==> src/rtl/divmod_seq_if.sv <==
// Handshake and operand/result bundle for the sequential divider.
interface divmod_seq_if #(
  parameter int unsigned WIDTH = 16
);
  logic             Start;
  logic [WIDTH-1:0] Hyrja1;
  logic [WIDTH-1:0] Hyrja2;
  logic             Busy;
  logic             Done;
  logic [WIDTH-1:0] Heresi;
  logic [WIDTH-1:0] Mbetja;
  logic             DivZero;

  // Control unit side: issues requests, consumes results.
  modport master (
    output Start, Hyrja1, Hyrja2,
    input  Busy, Done, Heresi, Mbetja, DivZero
  );

  // Divider side.
  modport slave (
    input  Start, Hyrja1, Hyrja2,
    output Busy, Done, Heresi, Mbetja, DivZero
  );
endinterface

==> src/rtl/divmod_seq.sv <==
// Multi-cycle unsigned restoring divider: one quotient bit per clock.
module divmod_seq #(
  parameter int unsigned WIDTH = 16,
  parameter int unsigned CNTW  = 5
) (
  input  logic          Clock,
  input  logic          Reset,
  divmod_seq_if.slave   bus
);

  typedef enum logic [1:0] {StIdle = 2'd0, StCalc = 2'd1, StDone = 2'd2} state_e;

  state_e           state_q, state_d;
  logic [CNTW-1:0]  cnt_q, cnt_d;
  logic [WIDTH-1:0] rem_q, rem_d;
  // Holds the dividend at start; quotient bits shift in from the LSB as it drains.
  logic [WIDTH-1:0] quo_q, quo_d;
  logic [WIDTH-1:0] div_q, div_d;
  logic [WIDTH-1:0] heresi_q, heresi_d;
  logic [WIDTH-1:0] mbetja_q, mbetja_d;
  logic             divzero_q, divzero_d;

  logic             accept;
  logic [WIDTH:0]   rem_sh;
  logic [WIDTH+1:0] trial;
  logic             trial_ok;
  logic [WIDTH-1:0] r_step;
  logic [WIDTH-1:0] q_step;
  logic             unused_trial;

  // One restoring step; trial carries an extra sign bit since rem_sh can reach 2*divisor-1.
  always_comb begin
    rem_sh       = {rem_q, quo_q[WIDTH-1]};
    trial        = {1'b0, rem_sh} - {2'b00, div_q};
    trial_ok     = ~trial[WIDTH+1];
    r_step       = trial_ok ? trial[WIDTH-1:0] : rem_sh[WIDTH-1:0];
    q_step       = {quo_q[WIDTH-2:0], trial_ok};
    unused_trial = trial[WIDTH];
  end

  // Next-state, datapath and result-register update.
  always_comb begin
    state_d   = state_q;
    cnt_d     = cnt_q;
    rem_d     = rem_q;
    quo_d     = quo_q;
    div_d     = div_q;
    heresi_d  = heresi_q;
    mbetja_d  = mbetja_q;
    divzero_d = divzero_q;
    accept    = ((state_q == StIdle) || (state_q == StDone)) && bus.Start;

    unique case (state_q)
      StIdle, StDone: begin
        if (accept) begin
          if (bus.Hyrja2 == '0) begin
            state_d   = StDone;
            heresi_d  = '1;
            mbetja_d  = bus.Hyrja1;
            divzero_d = 1'b1;
          end else begin
            state_d = StCalc;
            div_d   = bus.Hyrja2;
            quo_d   = bus.Hyrja1;
            rem_d   = '0;
            cnt_d   = CNTW'(WIDTH);
          end
        end else begin
          state_d = StIdle;
        end
      end
      StCalc: begin
        rem_d = r_step;
        quo_d = q_step;
        cnt_d = cnt_q - 1'b1;
        if (cnt_q == CNTW'(1)) begin
          state_d   = StDone;
          heresi_d  = q_step;
          mbetja_d  = r_step;
          divzero_d = 1'b0;
        end
      end
      default: state_d = StIdle;
    endcase
  end

  // State and result registers with synchronous reset.
  always_ff @(posedge Clock) begin
    if (Reset) begin
      state_q   <= StIdle;
      cnt_q     <= '0;
      rem_q     <= '0;
      quo_q     <= '0;
      div_q     <= '0;
      heresi_q  <= '0;
      mbetja_q  <= '0;
      divzero_q <= 1'b0;
    end else begin
      state_q   <= state_d;
      cnt_q     <= cnt_d;
      rem_q     <= rem_d;
      quo_q     <= quo_d;
      div_q     <= div_d;
      heresi_q  <= heresi_d;
      mbetja_q  <= mbetja_d;
      divzero_q <= divzero_d;
    end
  end

  assign bus.Busy    = (state_q == StCalc);
  assign bus.Done    = (state_q == StDone);
  assign bus.Heresi  = heresi_q;
  assign bus.Mbetja  = mbetja_q;
  assign bus.DivZero = divzero_q;

endmodule

==> src/flat_wrapper.sv <==
// flat-port wrapper written by rule: the top's interface ports become plain ports
module divmod_seq_flat 
#(
  parameter int unsigned WIDTH = 16,
  parameter int unsigned CNTW  = 5
)
  (Clock, Reset, bus_Start, bus_Hyrja1, bus_Hyrja2, bus_Busy, bus_Done, bus_Heresi, bus_Mbetja, bus_DivZero);
  divmod_seq_if #(.WIDTH(WIDTH)) bus_i ();
  input  logic Clock;
  input  logic Reset;
  input wire logic [$bits(bus_i.Start)-1:0] bus_Start;
  input wire logic [$bits(bus_i.Hyrja1)-1:0] bus_Hyrja1;
  input wire logic [$bits(bus_i.Hyrja2)-1:0] bus_Hyrja2;
  output wire logic [$bits(bus_i.Busy)-1:0] bus_Busy;
  output wire logic [$bits(bus_i.Done)-1:0] bus_Done;
  output wire logic [$bits(bus_i.Heresi)-1:0] bus_Heresi;
  output wire logic [$bits(bus_i.Mbetja)-1:0] bus_Mbetja;
  output wire logic [$bits(bus_i.DivZero)-1:0] bus_DivZero;
  assign bus_i.Start = bus_Start;
  assign bus_i.Hyrja1 = bus_Hyrja1;
  assign bus_i.Hyrja2 = bus_Hyrja2;
  assign bus_Busy = bus_i.Busy;
  assign bus_Done = bus_i.Done;
  assign bus_Heresi = bus_i.Heresi;
  assign bus_Mbetja = bus_i.Mbetja;
  assign bus_DivZero = bus_i.DivZero;
  divmod_seq #(.WIDTH(WIDTH), .CNTW(CNTW)) u_core (.Clock(Clock), .Reset(Reset), .bus(bus_i));
endmodule
==> config.mk <==
export PLATFORM = sky130hd
export DESIGN_NAME = divmod_seq_flat
export DESIGN_NICKNAME = d
export VERILOG_FILES = /design/src/rtl/divmod_seq_if.sv /design/src/rtl/divmod_seq.sv /design/src/flat_wrapper.sv
export SDC_FILE = /design/constraint.sdc
export NUM_CORES = 1
export LEC_CHECK = 0
export ABC_CLOCK_PERIOD_IN_PS = 2400
export CAP_MARGIN = 10
export CORE_MARGIN = 3
export CORE_UTILIZATION = 50
export CTS_BUF_LIST = sky130_fd_sc_hd__clkbuf_2 sky130_fd_sc_hd__clkbuf_4 sky130_fd_sc_hd__clkbuf_8
export CTS_CLUSTER_SIZE = 10
export DETAILED_ROUTE_END_ITERATION = 7
export PLACE_DENSITY_LB_ADDON = 0.08
export SYNTH_ARGS = -nofsm -noshare
export SYNTH_HDL_FRONTEND = slang
export SYNTH_SLANG_ARGS = --single-unit
==> constraint.sdc <==
create_clock -name Clock -period 2.4 [get_ports Clock]
set_input_delay 0.48 -clock Clock [delete_from_list [all_inputs] [get_ports Clock]]
set_output_delay 0.48 -clock Clock [all_outputs]
set_load 0.03 [all_outputs]
# Yosys cells after proc, flatten, opt, wreduce, memory -nomap -nowiden
# Index checks and enable logic that the tools add are counted.
word_totals:
  word_cells: 54
  output_inout_bits: 35
  ff_bits: 88
  inputBits: 35
op_classes:
  mux: 26
  add_sub_neg: 2
  n_bitwise: 2
  reduce_logical: 9
  n_eq_ne: 7
op_table:
  columns: ["operator", "n"]
  rows:
  - ["16-bit two-way mux", 11]
  - ["16-bit case mux with 2 select lines", 4]
  - ["17-bit by 16-bit subtractor with 18-bit output", 1]
  - ["16-bit zero test", 1]
  - ["5-bit two-way mux", 2]
  - ["5-bit case mux with 2 select lines", 1]
  - ["2-bit two-way mux", 3]
  - ["2-bit by 1-bit inequality test with 1-bit output (second input constant)", 3]
  - ["3-bit AND reduction", 2]
  - ["5-bit by 1-bit == test with 1-bit output (second input constant)", 1]
  - ["5-bit by 1-bit subtractor with 5-bit output (second input constant)", 1]
  - ["2-bit case mux with 2 select lines", 1]
  - ["4-bit AND reduction", 1]
  - ["1-bit two-way mux", 3]
  - ["2-bit by 1-bit == test with 1-bit output (second input constant)", 1]
  - ["2-bit == test (second input constant)", 1]
  - ["2-bit zero test", 1]
  - ["2-bit inequality test (second input constant)", 1]
  - ["1-bit inverter", 2]
  - ["1-bit case mux with 2 select lines", 1]
  - ["2-bit nonzero test", 1]
  - ["2-bit OR reduction", 1]
  - ["1-bit logical AND", 1]
  - ["1-bit logical OR", 1]

# Longest topological paths before layout
depth:
  depth_word: 5
  ltp_mapped: 11
  depth_no_buf: 11

# Worst setup path before layout
# OpenSTA, ideal clock, no wires.
synth_path:
  path_type: "reg2reg"
  from: "register u_core.quo_q[15]"
  to: "register u_core.mbetja_q[14] (netlist: u_core.bus.Mbetja[14])"
  required_ns: 2.267
  setup_ns: 0.133
  setup_slack_ns: -0.010
  stages_incl_launch_ff: 12
  period_less_slack_ns: 2.410
  t_arrival_ns: 2.277
  path_buffers: 0
  cell_sequence: "dfxtp_1 -> inv_1 -> ha_1 -> inv_1 -> fa_1 -> a211o_1 -> a211oi_2 -> o31ai_1 -> or4_1 -> nand3_1 -> or3_1 -> a311oi_1"
synth_between:
  elab_chain_len: 4
synth_rtl:
  columns: ["item", "line_no", "rtl"]
  rows:
  - ["start, declared", "divmod_seq.sv:17", "logic [WIDTH-1:0] quo_q, quo_d;"]
  - ["start signal, assigned", "divmod_seq.sv:102", "quo_q <= quo_d;"]
  - ["17-bit by 16-bit subtractor with 18-bit output", "divmod_seq.sv:34", "trial = {1'b0, rem_sh} - {2'b00, div_q};"]
  - ["16-bit two-way mux", "divmod_seq.sv:36", "r_step = trial_ok ? trial[WIDTH-1:0] : rem_sh[WIDTH-1:0];"]
  - ["16-bit two-way mux", "divmod_seq.sv:76", "if (cnt_q == CNTW'(1)) begin"]
  - ["16-bit case mux with 2 select lines", "divmod_seq.sv:53", "unique case (state_q)"]
  - ["end signal, assigned", "divmod_seq.sv:105", "mbetja_q <= mbetja_d;"]
  - ["end, declared", "divmod_seq.sv:20", "logic [WIDTH-1:0] mbetja_q, mbetja_d;"]
# No other way between the ends. The select of a mux whose other input is x is not followed.
# A chain may end at the register's enable or synchronous reset.

# Worst setup path in the final report
layout_path:
  from: "register u_core.div_q[14]"
  to: "register u_core.mbetja_q[0] (netlist: u_core.bus.Mbetja[0])"
layout_between:
  elab_chain_len: 4
layout_rtl:
  columns: ["item", "line_no", "rtl"]
  rows:
  - ["start, declared", "divmod_seq.sv:18", "logic [WIDTH-1:0] div_q, div_d;"]
  - ["start signal, assigned", "divmod_seq.sv:103", "div_q <= div_d;"]
  - ["17-bit by 16-bit subtractor with 18-bit output", "divmod_seq.sv:34", null]
  - ["16-bit two-way mux", "divmod_seq.sv:36", null]
  - ["16-bit two-way mux", "divmod_seq.sv:76", null]
  - ["16-bit case mux with 2 select lines", "divmod_seq.sv:53", null]
# No other way between the ends. The select of a mux whose other input is x is not followed.

==> impl_metrics.ini <==
[status]
status = finished, violations left
failed_checks = setup timing

[route]
detail_route.wl_per_cell_um = 16.9
drtPass1Iterations = 5
drt_wl_total_mm = 13.4
post-route-drc-count = 0
detail_route.vias_per_cell = 5.79
route.antenna.remaining_nets = 0
drt_iter0_markers = 232
via_count = 4587

[sta]
finalWorstSetupSlack_ns = -0.151
tightest_slew_ns = 0.821
final.setup_skew_ns = 0.0166
timing_hold_violations_final = 0
timing_max_transition_violations_final = 0
timing.final.crit_share = 1.06
period_minus_slack_ns = 2.55
final-setup-viol-count = 7
normalized_max_slew_margin = 0.451
clock.fmax_mhz = 392
grt_setup_unrepaired = yes

[cts]
cts.hold.buffers_added = 0
worst_skew_pair_later_pin_latency_ns = 0.36
cts_inserted_buffers = 9
worst_setup_hold_path_clk_slew_ns = 0.10
tritoncts_clock_tree = built
clockBufferDepth = 2
cts.sink_count = 88
htree_num_levels = 3
library_cell_used_as_clock_root_buffer = sky130_fd_sc_hd__clkbuf_8

[worst_setup_path]
criticalPathCategory = reg2reg
cp_data_required_time_ns = 2.67
worst_ep_arrival_time_ns = 2.82
worst_r2r_endpoint = u_core.bus.Mbetja[0]
ff2ff_setup_slack_ns = -0.15
worst_reg2reg_path_depth = 9
critical_path.max_fanout = 4
setup.worst_path.end_class = register
worstReg2RegStart = u_core.div_q[14]
startpoint_type = register

[yosys]
synth_compound_gate_area_share = 0.236
synthCells = 568
synthDominantAreaCellType = sky130_fd_sc_hd__dfxtp_1
yosys_warnings = 0
synth_adder_area_share = 0.0547
ys_types = 61
post_synth_xor_area_fraction = 0.0137
postSynthRegisterBits = 88
muxShareOfSynthArea = 0.00698
ranking_of_synthesized_cells_by_area = sky130_fd_sc_hd__dfxtp_1 (39%), sky130_fd_sc_hd__nand2_1 (8.0%), sky130_fd_sc_hd__nor2_1 (5.2%)
synth.yosys.seq_area_share = 0.393
synth-main-ff-cell = sky130_fd_sc_hd__dfxtp_1
netlist.area_leader.share = 0.393
post_synth_and_or_nand_nor_area_fraction = 0.236
share_of_synthesized_flip_flops_with_an_asynchronous_set_or_reset = 0
synth_top_family_by_area = simple AND/OR/NAND/NOR gates
avgSynthCellArea_um2 = 7.89
syn_nets = 622
netlist_area_um2 = 4480
synth_edf_count = 0

[die]
die_height_um = 101
num_io_pins = 70
row_count = 33
die_x_um = 101
dieArea_um2 = 10100
initial_utilization = 0.529
standard_cell_core_area_um2 = 8460

[global_route]
first_global_vias = 4432
grt_overflow = 0
grt_pass1_wl_mm = 21.1
grt_usage = 0.261
grt_max_degree = 48
antenna_found_initial = 0

[power_and_ir_drop]
vdd_drop_max_mv = 0.877
leakagePower_uw = 0.00253
power_uw = 9450
power-per-cell-area_nw_per_um2 = 1490

[placed_design]
placement.io_buffers = 69
placement.setup.worst_slack_ns = -0.225
dpl.hpwl_mm = 9.64
place.gp.congestion = 0.902

[cells_and_area]
area_delta_synth_final_pct = 41.2
finish.net_count = 736
postLayoutCoreUtil = 0.748
antennaDiodeCount = 0
fill_cells = 647
commonest_non_fill_non_tap_cells_in_the_layout = sky130_fd_sc_hd__nand2_1 (93), sky130_fd_sc_hd__dfxtp_1 (75), sky130_fd_sc_hd__clkdlybuf4s50_1 (68)
post_route_cells_drive_above_1_share = 0.240
final_common_cell = sky130_fd_sc_hd__nand2_1

[min_path]
min_delay_worst_endpoint = u_core.div_q[8]
worst_hold_startpoint = u_core.div_q[8]
min_path_cells = 2
timing.hold.worst.class = reg2reg

[run]
max-cap-violations = 0
synthesized netlist by cell type, types with 2 or more instances:
| cell | count |
|---|---|
| sky130_fd_sc_hd__nand2_1 | 95 |
| sky130_fd_sc_hd__dfxtp_1 | 88 |
| sky130_fd_sc_hd__nor2_1 | 62 |
| sky130_fd_sc_hd__a21oi_1 | 43 |
| sky130_fd_sc_hd__nor3_1 | 38 |
| sky130_fd_sc_hd__clkbuf_1 | 27 |
| sky130_fd_sc_hd__inv_1 | 25 |
| sky130_fd_sc_hd__o21ai_0 | 25 |
| sky130_fd_sc_hd__a311oi_1 | 18 |
| sky130_fd_sc_hd__ha_1 | 18 |
| sky130_fd_sc_hd__o22ai_1 | 10 |
| sky130_fd_sc_hd__a21o_1 | 9 |
| sky130_fd_sc_hd__and3_1 | 8 |
| sky130_fd_sc_hd__a211oi_1 | 6 |
| sky130_fd_sc_hd__nand3_1 | 5 |
| sky130_fd_sc_hd__a21oi_2 | 4 |
| sky130_fd_sc_hd__buf_2 | 4 |
| sky130_fd_sc_hd__nand2b_1 | 4 |
| sky130_fd_sc_hd__nor4_1 | 4 |
| sky130_fd_sc_hd__o21a_1 | 4 |
| sky130_fd_sc_hd__xnor2_1 | 4 |
| sky130_fd_sc_hd__a211o_1 | 3 |
| sky130_fd_sc_hd__a211oi_2 | 3 |
| sky130_fd_sc_hd__a31oi_1 | 3 |
| sky130_fd_sc_hd__buf_6 | 3 |
| sky130_fd_sc_hd__nor2b_1 | 3 |
| sky130_fd_sc_hd__o211ai_1 | 3 |
| sky130_fd_sc_hd__o31a_2 | 3 |
| sky130_fd_sc_hd__or3_1 | 3 |
| sky130_fd_sc_hd__xor2_1 | 3 |
| sky130_fd_sc_hd__a21boi_0 | 2 |
| sky130_fd_sc_hd__a22oi_1 | 2 |
| sky130_fd_sc_hd__and2_1 | 2 |
| sky130_fd_sc_hd__mux2i_1 | 2 |
| sky130_fd_sc_hd__nand4_1 | 2 |
| sky130_fd_sc_hd__o2111ai_1 | 2 |
| sky130_fd_sc_hd__o211a_1 | 2 |
| sky130_fd_sc_hd__o31ai_1 | 2 |
| sky130_fd_sc_hd__or4_1 | 2 |
critical path, stage by stage, from the launching register on:
cell and delay, ns:
sky130_fd_sc_hd__dfxtp_2 0.35, sky130_fd_sc_hd__inv_2 0.04, sky130_fd_sc_hd__ha_4 0.24, sky130_fd_sc_hd__a21o_1 0.20
sky130_fd_sc_hd__a211o_1 0.29, sky130_fd_sc_hd__a41o_2 0.27, sky130_fd_sc_hd__a211oi_4 0.28, sky130_fd_sc_hd__buf_4 0.18
sky130_fd_sc_hd__mux2_2 0.35, sky130_fd_sc_hd__a221oi_2 0.26
routing by layer:
layer / global-route usage / part of all wire
met1: 0.353 / 0.46
met3: 0.0332 / 0.047
met4: 0.0808 / 0.018
met5: 0 / 0
met2: 0.432 / 0.48
power by group:
part	internal [uW]	switching, uW
combinational	3420	3070
clock	525	574
sequential	1640	210
worst max-delay path by stage:
stage	endpoint	depth (start not counted)	startpoint
global route	u_core.bus.Mbetja[0]	9	u_core.div_q[14]
detailed placement	u_core.rem_q[13]	9	u_core.div_q[14]
finish	u_core.bus.Mbetja[0]	9	u_core.div_q[14]
CTS	u_core.bus.Mbetja[14]	11	u_core.quo_q[15]
global placement	u_core.rem_q[13]	9	u_core.div_q[12]
floorplan	u_core.bus.Mbetja[0]	8	u_core.div_q[14]
through the flow:
stage / setup TNS (ns) / instance area [um2] / hold slack, ns / cells
2_1_floorplan: 0 / 4480 / 0.436 / 568
3_3_place_gp: -0.893 / 5540 / 0.446 / 757
3_5_place_dp: -2.14 / 5540 / 0.448 / 757
4_1_cts: -0.320 / 5870 / 0.461 / 776
5_1_grt: -1.51 / 6330 / 0.490 / 792
6_report: -0.433 / 6330 / 0.461 / 792
sequential cells by signal, summed over array words and instances (netlist names):
| register | count |
|---|---|
| u_core.bus.DivZero | 1 |
| u_core.bus.Heresi | 16 |
| u_core.bus.Mbetja | 16 |
| u_core.cnt_q | 5 |
| u_core.div_q | 16 |
| u_core.quo_q | 16 |
| u_core.rem_q | 16 |
| u_core.state_q | 2 |
cells by family (layout without fill, tap and decap cells):
family	after synthesis	in the layout
DFF	88	88
xor gates and xnor gates	7	7
AOI/OAI and AO/OA	154	154
buffers and inverters	60	179
muxes	3	3
and+or+nand+nor	237	237
adders and majority gates	19	19
timing repair:
action / 4_1_cts / 5_1_grt
cloned: 0 / 2
resized for setup: 22 / 75
buffers inserted: 4 / 14
endpoints found under the setup margin: 30 / 31
pin swaps: 4 / 24
final cells by class:
| type | count | area (um2) | area share |
|---|---|---|---|
| Sequential cell | 88 | 1780 | 0.281 |
| Tap cell | 105 | 131 | 0.0208 |
| Timing Repair Buffer | 138 | 1280 | 0.203 |
| Clock inverter | 6 | 73.8 | 0.0117 |
| Multi-Input combinational cell | 420 | 2830 | 0.447 |
| Clock buffer | 10 | 138 | 0.0217 |
| Inverter | 25 | 96.3 | 0.0152 |
(Power assumes the default switching activity.)
==> edit (same settings) <==
`WIDTH` is set to 16 in 3 places; all go to 32.
--- a/src/rtl/divmod_seq_if.sv
+++ b/src/rtl/divmod_seq_if.sv
@@ -1,6 +1,6 @@
 // Handshake and operand/result bundle for the sequential divider.
 interface divmod_seq_if #(
-  parameter int unsigned WIDTH = 16
+  parameter int unsigned WIDTH = 32
 );
   logic             Start;
   logic [WIDTH-1:0] Hyrja1;
--- a/src/rtl/divmod_seq.sv
+++ b/src/rtl/divmod_seq.sv
@@ -1,6 +1,6 @@
 // Multi-cycle unsigned restoring divider: one quotient bit per clock.
 module divmod_seq #(
-  parameter int unsigned WIDTH = 16,
+  parameter int unsigned WIDTH = 32,
   parameter int unsigned CNTW  = 5
 ) (
   input  logic          Clock,
--- a/src/flat_wrapper.sv
+++ b/src/flat_wrapper.sv
@@ -1,7 +1,7 @@
 // flat-port wrapper written by rule: the top's interface ports become plain ports
 module divmod_seq_flat 
 #(
-  parameter int unsigned WIDTH = 16,
+  parameter int unsigned WIDTH = 32,
   parameter int unsigned CNTW  = 5
 )
   (Clock, Reset, bus_Start, bus_Hyrja1, bus_Hyrja2, bus_Busy, bus_Done, bus_Heresi, bus_Mbetja, bus_DivZero);
Interface: changed (resized bus_Heresi, bus_Hyrja1, bus_Hyrja2 and bus_Mbetja); port bits go from 70 to 134. The function was not compared with the original's and may differ.
==> edit against the original RTL <==
  * The run still ends with negative setup slack left
  * Synthesized cell count rose by 85%
  * Cell area rose by 110%
  * Critical path depth rose by 4
  * Via count rose by 90%
  * Global-route usage rose by 1.1 points
  * Maximum frequency fell by 8.4%
  * Power rose by 16%
  * Wire length rose by 100%
  * Sequential cell count rose by 80
  * Setup slack got worse by 0.23 ns
  * Area after synthesis rose by 99%
  * Clock skew rose by 0.0017 ns
  * Count of clock-buffer cells in the layout rose by 8
  * Critical endpoint is now u_core.bus.Mbetja[18]
==> edit: results (changes against the original RTL) <==
PLACE_WORST_SETUP_SLACK_NS=-0.6913  # was -0.2251 ns
CLOCK_SKEW_NS=0.01827  # was 0.01657 ns
MET2WIRELENGTH_UM=12540  # was 6401 um
OUTCOME='complete, but fails checks'  # unchanged
MET1_USAGE=0.3827  # was 0.3528
GRT_PASS1_VIAS=8353  # was 4432
CELL_INTERNAL_PWR_mW=6.668  # was 5.591 mW
VIA_COUNT=8735  # was 4587
ROUTING_USAGE_ON_MET3=0.04192  # was 0.03322
FILLER_CELL_COUNT=1320  # was 647
MAX_STAGE_DELAY_NS=0.39  # was 0.35 ns
HOLDCRITPATHCLASS='input pin to flop'  # was flop to flop
GLOBAL_ROUTE.USAGE.TOTAL=0.2719  # was 0.2607
SYNTH_NETS=1150  # was 622
DRT_ITER0_DRC=626  # was 232
MAXIMUM_NUMBER_OF_PINS_ON_ONE_NET_BEFORE_GLOBAL_ROUTE_REPAIR=53  # was 48
PORT-BUFFER-COUNT=133  # was 69
ROUTED_WIRELENGTH_UM=26810  # was 13410 um
SYNTH.CELLS.MOST_FREQUENT='168 x sky130_fd_sc_hd__dfxtp_1, 167 x sky130_fd_sc_hd__nor2_1, 90 x sky130_fd_sc_hd__a21oi_1'  # was 95 x sky130_fd_sc_hd__nand2_1, 88 x sky130_fd_sc_hd__dfxtp_1, 62 x sky130_fd_sc_hd__nor2_1
SYNTHDISTINCTLIBCELLS=70  # was 61
M1WIRELENGTH_UM=12680  # was 6131 um
IR_WORST_VDD_mV=0.4584  # was 0.8766 mV
GPL.FINAL_WEIGHTED_CONGESTION=0.8584  # was 0.9023
MAX_SLEW_MARGIN=0.6395  # was 0.4507
WORST_SKEW_PAIR.LATE_LATENCY_NS=0.47  # was 0.36 ns
FINALWORSTSETUPSLACK_NS=-0.3839  # was -0.1506 ns
TRITONCTS.NUM_BUFFERS=17  # was 9
CLOCK_TREE.ROOT_CELL='sky130_fd_sc_hd__clkbuf_8'  # unchanged
DIODES=0  # unchanged
GLOBAL_ROUTE_WIRE_LENGTH_BEFORE_REPAIR_UM=43160  # was 21130 um
DETAILROUTE.WIRELENGTH.MET3_UM=1231  # was 630 um
DESIGN.FINAL.NETS=1439  # was 736
P_LEAK_nW=5.406  # was 2.534 nW
RANKING_OF_SYNTHESIZED_CELLS_BY_AREA='sky130_fd_sc_hd__dfxtp_1 38%, sky130_fd_sc_hd__mux2i_1 7.2%, sky130_fd_sc_hd__nor2_1 7.0%'  # was sky130_fd_sc_hd__dfxtp_1 39%, sky130_fd_sc_hd__nand2_1 8.0%, sky130_fd_sc_hd__nor2_1 5.2%
DP_HPWL_UM=19450  # was 9641 um
COUNT_OF_ENDPOINTS_FAILING_SETUP_IN_THE_FINAL_REPORT=63  # was 7
DRIVE_ABOVE_1_SHARE=0.3074  # was 0.2402
TIMING.CRITICAL_PATH.SLOWEST_STAGE_CELL='sky130_fd_sc_hd__a221o_1'  # was sky130_fd_sc_hd__dfxtp_2
FAILED_CHECKS='negative setup slack'  # unchanged
GR-USAGE-MET2=0.4377  # was 0.4324
YOSYSSEQAREASHARE=0.3780  # was 0.3931
CTS_MAX_LEVEL=4  # was 3
[edit: cell count changes after synthesis, moves of 24 or more]
cell / change
sky130_fd_sc_hd__clkbuf_1: +29
sky130_fd_sc_hd__a211oi_1: +44
sky130_fd_sc_hd__nor2_1: +105
sky130_fd_sc_hd__nor3_1: +39
sky130_fd_sc_hd__a21oi_1: +47
sky130_fd_sc_hd__nand2_1: -34
sky130_fd_sc_hd__dfxtp_1: +80
sky130_fd_sc_hd__a22oi_2: +24
sky130_fd_sc_hd__mux2i_1: +62
[edit: critical path: cells and delay by family (launching register included)]
kind                     cells  cell delay [ns]
AO/OA/AOI/OAI                6             1.26
XOR/XNOR                     1             0.28
adder cells (fa/ha/maj)      2             0.45
buffers and inverters        4             0.37
flip-flops                   1             0.34
[edit: logic make-up (layout without fill, tap and decap cells)]
group,count (synthesis),count (layout),synth area share
AOI/OAI and AO/OA,277,277,0.2324
DFF,168,168,0.3780
xor gates and xnor gates,28,28,0.02756
adders and majority gates,35,35,0.05006
and+or+nand+nor,356,356,0.1798
muxes,64,64,0.07199
buffers and inverters,120,422,0.06018
[edit: cell type report]
type / instances / share of cell area
Clock buffer: 18 / 0.01846
Clock inverter: 14 / 0.01138
Inverter: 42 / 0.01205
Multi-Input combinational cell: 760 / 0.4298
Sequential cell: 168 / 0.2586
Tap cell: 225 / 0.02152
Timing Repair Buffer: 348 / 0.2483
[edit: power groups by stage]
stage	sequential, mW	clock (mW)	combinational, mW
2_1_floorplan	3.30	0	2.87
4_1_cts	3.23	2.04	5.41
5_1_grt	3.27	2.15	6.18
3_3_place_gp	3.27	0	4.70
6_report	3.24	2.00	5.75
3_5_place_dp	3.28	0	4.74
[edit: repair_timing]
| item | in CTS | in global routing |
|---|---|---|
| cloned | 4 | 1 |
| buffers inserted | 12 | 11 |
| endpoints found under the hold margin | 0 | 0 |
| pin swaps | 39 | 41 |
| resized for setup | 80 | 53 |
| setup endpoints to repair | 163 | 113 |
[edit: path summary, 6_finish.rpt]
path                                  startpoint                     to  slack [ns]  depth (start not counted)
worst min register to register   u_core.div_q[6]        u_core.div_q[6]        0.49                          2
worst max register to register  u_core.quo_q[31]  u_core.bus.Mbetja[18]       -0.38                         13
worst min-delay path              bus_Hyrja2[13]       u_core.div_q[13]        0.41                          4
worst max-delay path            u_core.quo_q[31]  u_core.bus.Mbetja[18]       -0.38                         13
[edit: stage by stage]
stage	TNS (ns)	power, mW	area [sq um]	std cells	util
after floorplan	-0.4890	6.169	9016	1048	-
final	-13.70	11.00	13080	1575	0.7538
after CTS	-11.23	10.67	12820	1568	0.7388
after global placement	-93.10	7.977	11860	1522	0.6832
after global routing	-20.39	11.60	13080	1575	0.7538
after detailed placement	-93.96	8.020	11860	1522	0.6832
